$ cat src/rtl/cpu_pkg.sv
// Shared types and helpers for the CPU write-back stage.
package cpu_pkg;

    typedef struct packed {
        logic [4:0]  reg_d;
        logic [31:0] data;
    } wb_entry_t;

    localparam logic [4:0] REG_ZERO = 5'd0;

    // Bypass the in-flight write onto a read operand; r0 is hardwired and never forwarded.
    function automatic logic [31:0] forward_operand(
        input logic        wr_en,
        input logic [4:0]  wr_reg,
        input logic [31:0] wr_data,
        input logic [4:0]  rd_reg,
        input logic [31:0] rf_data
    );
        return (wr_en && (wr_reg == rd_reg) && (rd_reg != REG_ZERO)) ? wr_data : rf_data;
    endfunction

endpackage

$ cat src/rtl/cpu_writeback_if.sv
// Bundle of execute, multi-cycle, decode-read and register-file write signals around write-back.
interface cpu_writeback_if;

    logic        p3_write_en;
    logic [4:0]  p3_reg_d;
    logic [31:0] p3_data;

    logic        mc_issue;
    logic [4:0]  mc_issue_reg_d;
    logic        mc_valid;
    logic        mc_ready;
    logic [4:0]  mc_reg_d;
    logic [31:0] mc_data;

    logic [4:0]  p2_reg_a;
    logic [4:0]  p2_reg_b;
    logic [31:0] p2_rf_data_a;
    logic [31:0] p2_rf_data_b;
    logic [31:0] p2_data_a;
    logic [31:0] p2_data_b;
    logic        p2_stall;

    logic        p4_write_en;
    logic [4:0]  p4_reg_d;
    logic [31:0] p4_reg_data_d;

    modport master (
        output p3_write_en, p3_reg_d, p3_data,
        output mc_issue, mc_issue_reg_d, mc_valid, mc_reg_d, mc_data,
        input  mc_ready,
        output p2_reg_a, p2_reg_b, p2_rf_data_a, p2_rf_data_b,
        input  p2_data_a, p2_data_b, p2_stall,
        input  p4_write_en, p4_reg_d, p4_reg_data_d
    );

    modport slave (
        input  p3_write_en, p3_reg_d, p3_data,
        input  mc_issue, mc_issue_reg_d, mc_valid, mc_reg_d, mc_data,
        output mc_ready,
        input  p2_reg_a, p2_reg_b, p2_rf_data_a, p2_rf_data_b,
        output p2_data_a, p2_data_b, p2_stall,
        output p4_write_en, p4_reg_d, p4_reg_data_d
    );

endinterface

$ cat src/rtl/cpu_wb_fifo.sv
// Small synchronous FIFO buffering multi-cycle results until the write port is free.
module cpu_wb_fifo
    import cpu_pkg::*;
#(
    parameter int DEPTH = 2
) (
    input  logic      clock,
    input  logic      reset,
    input  logic      push,
    input  wb_entry_t push_entry,
    input  logic      pop,
    output wb_entry_t head,
    output logic      full,
    output logic      empty
);

    localparam int PTR_W = $clog2(DEPTH);
    localparam int CNT_W = $clog2(DEPTH + 1);

    wb_entry_t        mem [DEPTH];
    logic [PTR_W-1:0] wr_ptr;
    logic [PTR_W-1:0] rd_ptr;
    logic [CNT_W-1:0] count;
    logic             do_push;
    logic             do_pop;

    assign do_push = push && !full;
    assign do_pop  = pop && !empty;
    assign full    = (count == CNT_W'(DEPTH));
    assign empty   = (count == '0);
    assign head    = mem[rd_ptr];

    // Depth is a power of two, so the pointers wrap by plain overflow.
    always_ff @(posedge clock or posedge reset) begin
        if (reset) begin
            wr_ptr <= '0;
            rd_ptr <= '0;
            count  <= '0;
        end else begin
            if (do_push) wr_ptr <= wr_ptr + 1'b1;
            if (do_pop)  rd_ptr <= rd_ptr + 1'b1;
            case ({do_push, do_pop})
                2'b10:   count <= count + 1'b1;
                2'b01:   count <= count - 1'b1;
                default: count <= count;
            endcase
        end
    end

    always_ff @(posedge clock) begin
        if (do_push) mem[wr_ptr] <= push_entry;
    end

    a_no_push_when_full: assert property (@(posedge clock) disable iff (reset) !(push && full));

endmodule

$ cat src/rtl/cpu_writeback.sv
// Write-back stage: arbitrates execute and multi-cycle results onto the register-file port,
// tracks pending multi-cycle destinations and forwards the in-flight write to decode.
module cpu_writeback
    import cpu_pkg::*;
#(
    parameter int FIFO_DEPTH = 2
) (
    input  logic           clock,
    input  logic           reset,
    cpu_writeback_if.slave bus
);

    wb_entry_t   push_entry;
    wb_entry_t   fifo_head;
    logic        fifo_full;
    logic        fifo_empty;
    logic        fifo_push;
    logic        fifo_pop;

    logic [31:0] pending;
    logic [31:0] set_mask;
    logic [31:0] clr_mask;

    logic        p4_write_en;
    logic [4:0]  p4_reg_d;
    logic [31:0] p4_reg_data_d;

    assign push_entry  = '{reg_d: bus.mc_reg_d, data: bus.mc_data};
    assign bus.mc_ready = !fifo_full;
    assign fifo_push   = bus.mc_valid && !fifo_full;
    // Execute results can never be stalled, so the buffer only drains on idle cycles.
    assign fifo_pop    = !bus.p3_write_en && !fifo_empty;

    cpu_wb_fifo #(
        .DEPTH (FIFO_DEPTH)
    ) u_fifo (
        .clock      (clock),
        .reset      (reset),
        .push       (fifo_push),
        .push_entry (push_entry),
        .pop        (fifo_pop),
        .head       (fifo_head),
        .full       (fifo_full),
        .empty      (fifo_empty)
    );

    always_ff @(posedge clock or posedge reset) begin
        if (reset) begin
            p4_write_en   <= 1'b0;
            p4_reg_d      <= '0;
            p4_reg_data_d <= '0;
        end else if (bus.p3_write_en) begin
            p4_write_en   <= (bus.p3_reg_d != REG_ZERO);
            p4_reg_d      <= bus.p3_reg_d;
            p4_reg_data_d <= bus.p3_data;
        end else if (fifo_pop) begin
            p4_write_en   <= (fifo_head.reg_d != REG_ZERO);
            p4_reg_d      <= fifo_head.reg_d;
            p4_reg_data_d <= fifo_head.data;
        end else begin
            p4_write_en   <= 1'b0;
        end
    end

    // Set is applied after clear so a re-issue to a reg retiring this cycle stays pending.
    always_comb begin
        set_mask = '0;
        clr_mask = '0;
        if (bus.mc_issue && (bus.mc_issue_reg_d != REG_ZERO)) set_mask[bus.mc_issue_reg_d] = 1'b1;
        if (fifo_pop) clr_mask[fifo_head.reg_d] = 1'b1;
    end

    always_ff @(posedge clock or posedge reset) begin
        if (reset) begin
            pending <= '0;
        end else begin
            pending <= (pending & ~clr_mask) | set_mask;
        end
    end

    assign bus.p2_stall = ((bus.p2_reg_a != REG_ZERO) && pending[bus.p2_reg_a])
                       || ((bus.p2_reg_b != REG_ZERO) && pending[bus.p2_reg_b]);

    assign bus.p2_data_a = forward_operand(p4_write_en, p4_reg_d, p4_reg_data_d,
                                           bus.p2_reg_a, bus.p2_rf_data_a);
    assign bus.p2_data_b = forward_operand(p4_write_en, p4_reg_d, p4_reg_data_d,
                                           bus.p2_reg_b, bus.p2_rf_data_b);

    assign bus.p4_write_en   = p4_write_en;
    assign bus.p4_reg_d      = p4_reg_d;
    assign bus.p4_reg_data_d = p4_reg_data_d;

    a_single_outstanding: assert property (@(posedge clock) disable iff (reset)
        (bus.mc_issue && (bus.mc_issue_reg_d != REG_ZERO))
            |-> (!pending[bus.mc_issue_reg_d] || clr_mask[bus.mc_issue_reg_d]));

endmodule
$ cat src/flat_wrapper.sv
// flat-port wrapper written by rule: the top's interface ports become plain ports
module cpu_writeback_flat import cpu_pkg::*;
#(
    parameter int FIFO_DEPTH = 2
)
  (clock, reset, bus_p3_write_en, bus_p3_reg_d, bus_p3_data, bus_mc_issue, bus_mc_issue_reg_d, bus_mc_valid, bus_mc_reg_d, bus_mc_data, bus_mc_ready, bus_p2_reg_a, bus_p2_reg_b, bus_p2_rf_data_a, bus_p2_rf_data_b, bus_p2_data_a, bus_p2_data_b, bus_p2_stall, bus_p4_write_en, bus_p4_reg_d, bus_p4_reg_data_d);
  cpu_writeback_if bus_i ();
  input  logic clock;
  input  logic reset;
  input wire logic [$bits(bus_i.p3_write_en)-1:0] bus_p3_write_en;
  input wire logic [$bits(bus_i.p3_reg_d)-1:0] bus_p3_reg_d;
  input wire logic [$bits(bus_i.p3_data)-1:0] bus_p3_data;
  input wire logic [$bits(bus_i.mc_issue)-1:0] bus_mc_issue;
  input wire logic [$bits(bus_i.mc_issue_reg_d)-1:0] bus_mc_issue_reg_d;
  input wire logic [$bits(bus_i.mc_valid)-1:0] bus_mc_valid;
  input wire logic [$bits(bus_i.mc_reg_d)-1:0] bus_mc_reg_d;
  input wire logic [$bits(bus_i.mc_data)-1:0] bus_mc_data;
  output wire logic [$bits(bus_i.mc_ready)-1:0] bus_mc_ready;
  input wire logic [$bits(bus_i.p2_reg_a)-1:0] bus_p2_reg_a;
  input wire logic [$bits(bus_i.p2_reg_b)-1:0] bus_p2_reg_b;
  input wire logic [$bits(bus_i.p2_rf_data_a)-1:0] bus_p2_rf_data_a;
  input wire logic [$bits(bus_i.p2_rf_data_b)-1:0] bus_p2_rf_data_b;
  output wire logic [$bits(bus_i.p2_data_a)-1:0] bus_p2_data_a;
  output wire logic [$bits(bus_i.p2_data_b)-1:0] bus_p2_data_b;
  output wire logic [$bits(bus_i.p2_stall)-1:0] bus_p2_stall;
  output wire logic [$bits(bus_i.p4_write_en)-1:0] bus_p4_write_en;
  output wire logic [$bits(bus_i.p4_reg_d)-1:0] bus_p4_reg_d;
  output wire logic [$bits(bus_i.p4_reg_data_d)-1:0] bus_p4_reg_data_d;
  assign bus_i.p3_write_en = bus_p3_write_en;
  assign bus_i.p3_reg_d = bus_p3_reg_d;
  assign bus_i.p3_data = bus_p3_data;
  assign bus_i.mc_issue = bus_mc_issue;
  assign bus_i.mc_issue_reg_d = bus_mc_issue_reg_d;
  assign bus_i.mc_valid = bus_mc_valid;
  assign bus_i.mc_reg_d = bus_mc_reg_d;
  assign bus_i.mc_data = bus_mc_data;
  assign bus_mc_ready = bus_i.mc_ready;
  assign bus_i.p2_reg_a = bus_p2_reg_a;
  assign bus_i.p2_reg_b = bus_p2_reg_b;
  assign bus_i.p2_rf_data_a = bus_p2_rf_data_a;
  assign bus_i.p2_rf_data_b = bus_p2_rf_data_b;
  assign bus_p2_data_a = bus_i.p2_data_a;
  assign bus_p2_data_b = bus_i.p2_data_b;
  assign bus_p2_stall = bus_i.p2_stall;
  assign bus_p4_write_en = bus_i.p4_write_en;
  assign bus_p4_reg_d = bus_i.p4_reg_d;
  assign bus_p4_reg_data_d = bus_i.p4_reg_data_d;
  cpu_writeback #(.FIFO_DEPTH(FIFO_DEPTH)) u_core (.clock(clock), .reset(reset), .bus(bus_i));
endmodule
$ cat config.mk
export PLATFORM = sky130hd
export DESIGN_NAME = cpu_writeback_flat
export DESIGN_NICKNAME = d
export VERILOG_FILES = /design/src/rtl/cpu_pkg.sv /design/src/rtl/cpu_writeback_if.sv /design/src/rtl/cpu_wb_fifo.sv /design/src/rtl/cpu_writeback.sv /design/src/flat_wrapper.sv
export SDC_FILE = /design/constraint.sdc
export NUM_CORES = 1
export LEC_CHECK = 0
export BUFFER_PORTS_ARGS = -buffer_cell sky130_fd_sc_hd__clkbuf_2
export CAP_MARGIN = 20
export CORE_AREA = 2 2 152 154
export CTS_CLUSTER_SIZE = 40
export DETAILED_ROUTE_END_ITERATION = 10
export DIE_AREA = 0 0 154 156
export GPL_ROUTABILITY_DRIVEN = 0
export PLACE_DENSITY = 0.6
export SYNTH_ARGS = -nofsm -noshare
export SYNTH_HDL_FRONTEND = slang
export SYNTH_SLANG_ARGS = --single-unit
$ cat constraint.sdc
create_clock -name clock -period 2.7 [get_ports clock]
set_input_delay 0.54 -clock clock [delete_from_list [all_inputs] [get_ports clock]]
set_output_delay 0.54 -clock clock [all_outputs]
set_load 0.02 [all_outputs]
==> Implementation_results.wiki <==
{| class="wikitable"
! Metric !! Value
|-
| Number of max-cap violations || 0
|-
| Parity-gate share of the synthesized area counting xor and xnor cells || 1.55%
|-
| Hold violation total from the final report || 0
|-
| Fin. max-slew vios || 0
|-
| Root buffer cell || clkbuf_16
|-
| Result of the run || finished with violations
|-
| Buffers and inverters on the worst path || 4
|-
| Clock buffer count from CTS || 17
|-
| Number of iterations in the first detailed-routing pass || 5
|-
| H-Tree Level Count || 4
|-
| Most repeated cell in the gate-level netlist after synthesis || o21ai_0
|-
| Type of element capturing the critical path || primary output
|-
| Share of cell area taken by muxes after synthesis || 21.3%
|-
| Core Footprint || 22400 sq um
|-
| Area share of the leading cell type in the synthesized netlist || 30.3%
|-
| Areal power density over the cells || 908 nW/um^2
|-
| Number of nets in the layout || about 1100
|-
| Insertion delay of the later-clocked pin in the worst-skew pair || 420 ps
|-
| Antenna-violating nets left || 0
|-
| Ratio of cells with drive above 1 in the final layout || 47.7%
|-
| Failing checks || setup timing
|-
| Crit path DAT || 2300 ps
|-
| Largest driver fanout on the critical path || 8
|-
| X dimension of the die || ~150 um
|-
| Classification of the worst setup path || flop to primary output
|-
| Total placed instance area || around 9000 sq um
|-
| Final wirelength || between 20000 and 25000 um
|-
| Worst slew slack as a fraction of its limit || between 60% and 70%
|-
| Summed area of non-filler cells in the final layout || 10400 sq um
|-
| Synthesized area per cell || 12.1 sq um
|-
| Clock skew after layout || 11.4 ps
|-
| Fmax || approximately 0.35 GHz
|-
| I/O Buffers || 261
|-
| Effective utilization at floorplan || 32.7%
|-
| Element type at the critical path start || flop
|-
| Sum of negative setup slack || -6890 ps
|-
| 1st-iter DRT viols || 437
|-
| Grt ovf || 0
|-
| Via count of the first global-routing pass || 5784
|-
| Area leader, netlist || edfxtp_1
|-
| Total nets after synthesis || 765
|-
| Place WS || -477 ps
|-
| Async S/R FF share, synth || about half
|-
| Chip height || 156 um
|-
| Cell area after technology mapping || around 7300 sq um
|-
| Utilization after layout || 46.3%
|-
| Seq/Total Area, Yosys || 55.6%
|-
| Most frequent cell on the critical path || buf_6
|-
| Measured slew at the worst slew-check pin || between 500 and 600 ps
|-
| Delay-heaviest family, CP || buffers and inverters
|-
| DR vias/cell || 5.06
|-
| Distinct cells, synth || 38
|-
| Total number of vias || about 6100
|-
| Setup slack, reg-to-reg || 720 ps
|-
| Top cells by instance count after synthesis || o21ai_0, dfrtp_1, edfxtp_1
|-
| Number of antenna violations at the first check in global routing || 1
|-
| Longest Clk Path Bufs || 2
|-
| Maximum number of pins on one net before global-route repair || 62
|-
| LEAKAGE || 4.52 nW
|-
| Number of cells produced by synthesis || 606
|-
| Area growth from synthesis to layout || 41.4%
|-
| Routed len/inst || 18.9 um
|-
| Worst path required time || about 2200 ps
|-
| Crit-path max cell delay || 410 ps
|-
| Adder-cell share of the synthesized area || 0.171%
|-
| Standard cell with the maximum stage delay on the critical path || dfrtp_1
|-
| Final worst path period share || 105%
|-
| Top FF cell, synth || edfxtp_1
|-
| Minimum clock period || 2840 ps
|-
| Post-CTS clock slew at the launch and capture registers of the worst setup and hold paths || 60 ps
|-
| Number of enable-type register cells in the synthesized netlist || 74
|-
| Clock sink count || 148
|-
| DRC Markers || 0
|-
| Placement row count || 55
|-
| Setup WS post-layout || -143 ps
|-
| Warning count from the yosys run || 0
|-
| Flip-flop and latch count after synthesis || approximately 150
|-
| Num ports || roughly 260
|-
| Leading cell types by total area after synthesis || edfxtp_1, dfrtp_1, mux2_2
|-
| First-pass GRT wire length || 33500 um
|-
| Overall fraction of global-route tracks in use || 18.3%
|-
| Placed wire-length estimate || 15200 um
|-
| Setup repair after global routing missed its margin || yes
|-
| Final setup viols || 64
|-
| Synthesized-area fraction occupied by and/or/nand/nor cells || roughly 8.2%
|-
| Type of the most critical hold path || input port to async pin
|-
| DIE AREA || roughly 24000 sq um
|-
| Critical Path, Cell by Cell || buf_6 > xnor2_4 > nand3_2 > nor3_4 > buf_6 > buf_12 > mux2_4 > buf_8
|-
| Complex-gate fraction of the synthesized area || 10.4%
|-
| FILL cells || 2049
|-
| Largest vdd supply drop || 0.514 mV
|-
| CTS tree || yes
|-
| Combinational family with the most area after synthesis || multiplexers
|}
## state kept, by name, indices dropped and copies added (netlist names)
name                      count
u_core.bus.p4_reg_d           5
u_core.bus.p4_reg_data_d     32
u_core.bus.p4_write_en        1
u_core.pending               32
u_core.u_fifo.count           2
u_core.u_fifo.mem            74
u_core.u_fifo.rd_ptr          1
u_core.u_fifo.wr_ptr          1
## layer usage
| metal | up-vias | track usage (%) | wire, um |
|---|---|---|---|
| li1 | 2821 | - | - |
| met2 | 230 | 31.0 | 11400 |
| met1 | 2984 | 24.0 | 9760 |
| met5 | - | 0 | 0 |
| met4 | 0 | 4.90 | 238 |
| met3 | 16 | 3.61 | 1210 |
## what timing repair did
item	CTS	global route
pin swaps	8	3
buffers inserted	14	0
endpoints found under the setup margin	65	65
hold buffers	0	0
cloned	3	1
resized for setup	88	94
## where the power goes
group          leakage, nW  switching [mW]  internal (mW)  total [mW]
clock                0.259           0.926           1.26        2.19
combinational         2.69            1.96           1.55        3.52
sequential            1.58           0.569           3.13        3.70
## path summary, 6_finish.rpt
kind,from,end,depth (start not counted)
max,u_core.bus.p4_reg_d[0],bus_p2_data_a[20],8
min,reset,u_core.bus.p4_reg_data_d[0],2
max reg2reg,u_core.u_fifo.rd_ptr,u_core.pending[20],5
min reg2reg,u_core.pending[0],u_core.pending[0],1
max in group asynchronous,reset,u_core.u_fifo.rd_ptr,3
min in group clock,bus_mc_data[27],u_core.u_fifo.mem[0][27],1
## final cells by class
type	instances	area [sq um]	area share, %
clock buffer	19	433	4.18
inverter	1	5.00	0.0483
multi-input combinational	424	3260	31.5
sequential	148	4080	39.3
antenna	1	2.50	0.0242
clock inverter	13	110	1.06
tap	285	357	3.44
timing repair buffer	306	2110	20.4
## through the flow
step,std cells,power (mW),hold slack (ps)
final,1197,9.40,121
after global routing,1196,9.98,148
after CTS,1195,9.37,135
after detailed placement,1146,6.92,508
after global placement,1146,6.87,499
after floorplan,606,5.72,468
## worst register-to-register path: cells and delay by family, from the launching register on
family,cells,cell delay (ps)
multiplexers,1,400
AND/OR/NAND/NOR,2,460
flip-flops,1,630
AO/OA/AOI/OAI,2,360
## cell families (layout without fill, tap and decap cells)
logic type / after synthesis / after routing
fa+ha+maj: 1 / 1
buf+inv: 35 / 339
simple gates: 136 / 137
flops: 148 / 148
other cells: 0 / 1
xor+xnor: 13 / 13
compound gates: 149 / 149
mux: 124 / 124
## cells in the final DEF, fill, tap and decap left out, drive strengths merged
cell	instances
clkbuf	236
o21ai	107
buf	89
edfxtp	74
dfrtp	74
mux2	67
nand2	60
nor2	41
mux2i	40
a21oi	36
mux4	17
nand3	10
xnor2	8
clkinv	8
nor2b	7
nor3	6
xor2	5
nand2b	3
nor4	3
clkinvlp	3
o21a	2
inv	2
or2	2
diode	1
nand4	1
nor3b	1
a211oi	1
a211o	1
or2b	1
o32ai	1
or4	1
o31ai	1
and3	1
ha	1
bufinv	1
Note: power is estimated with default switching activity, not from simulation.
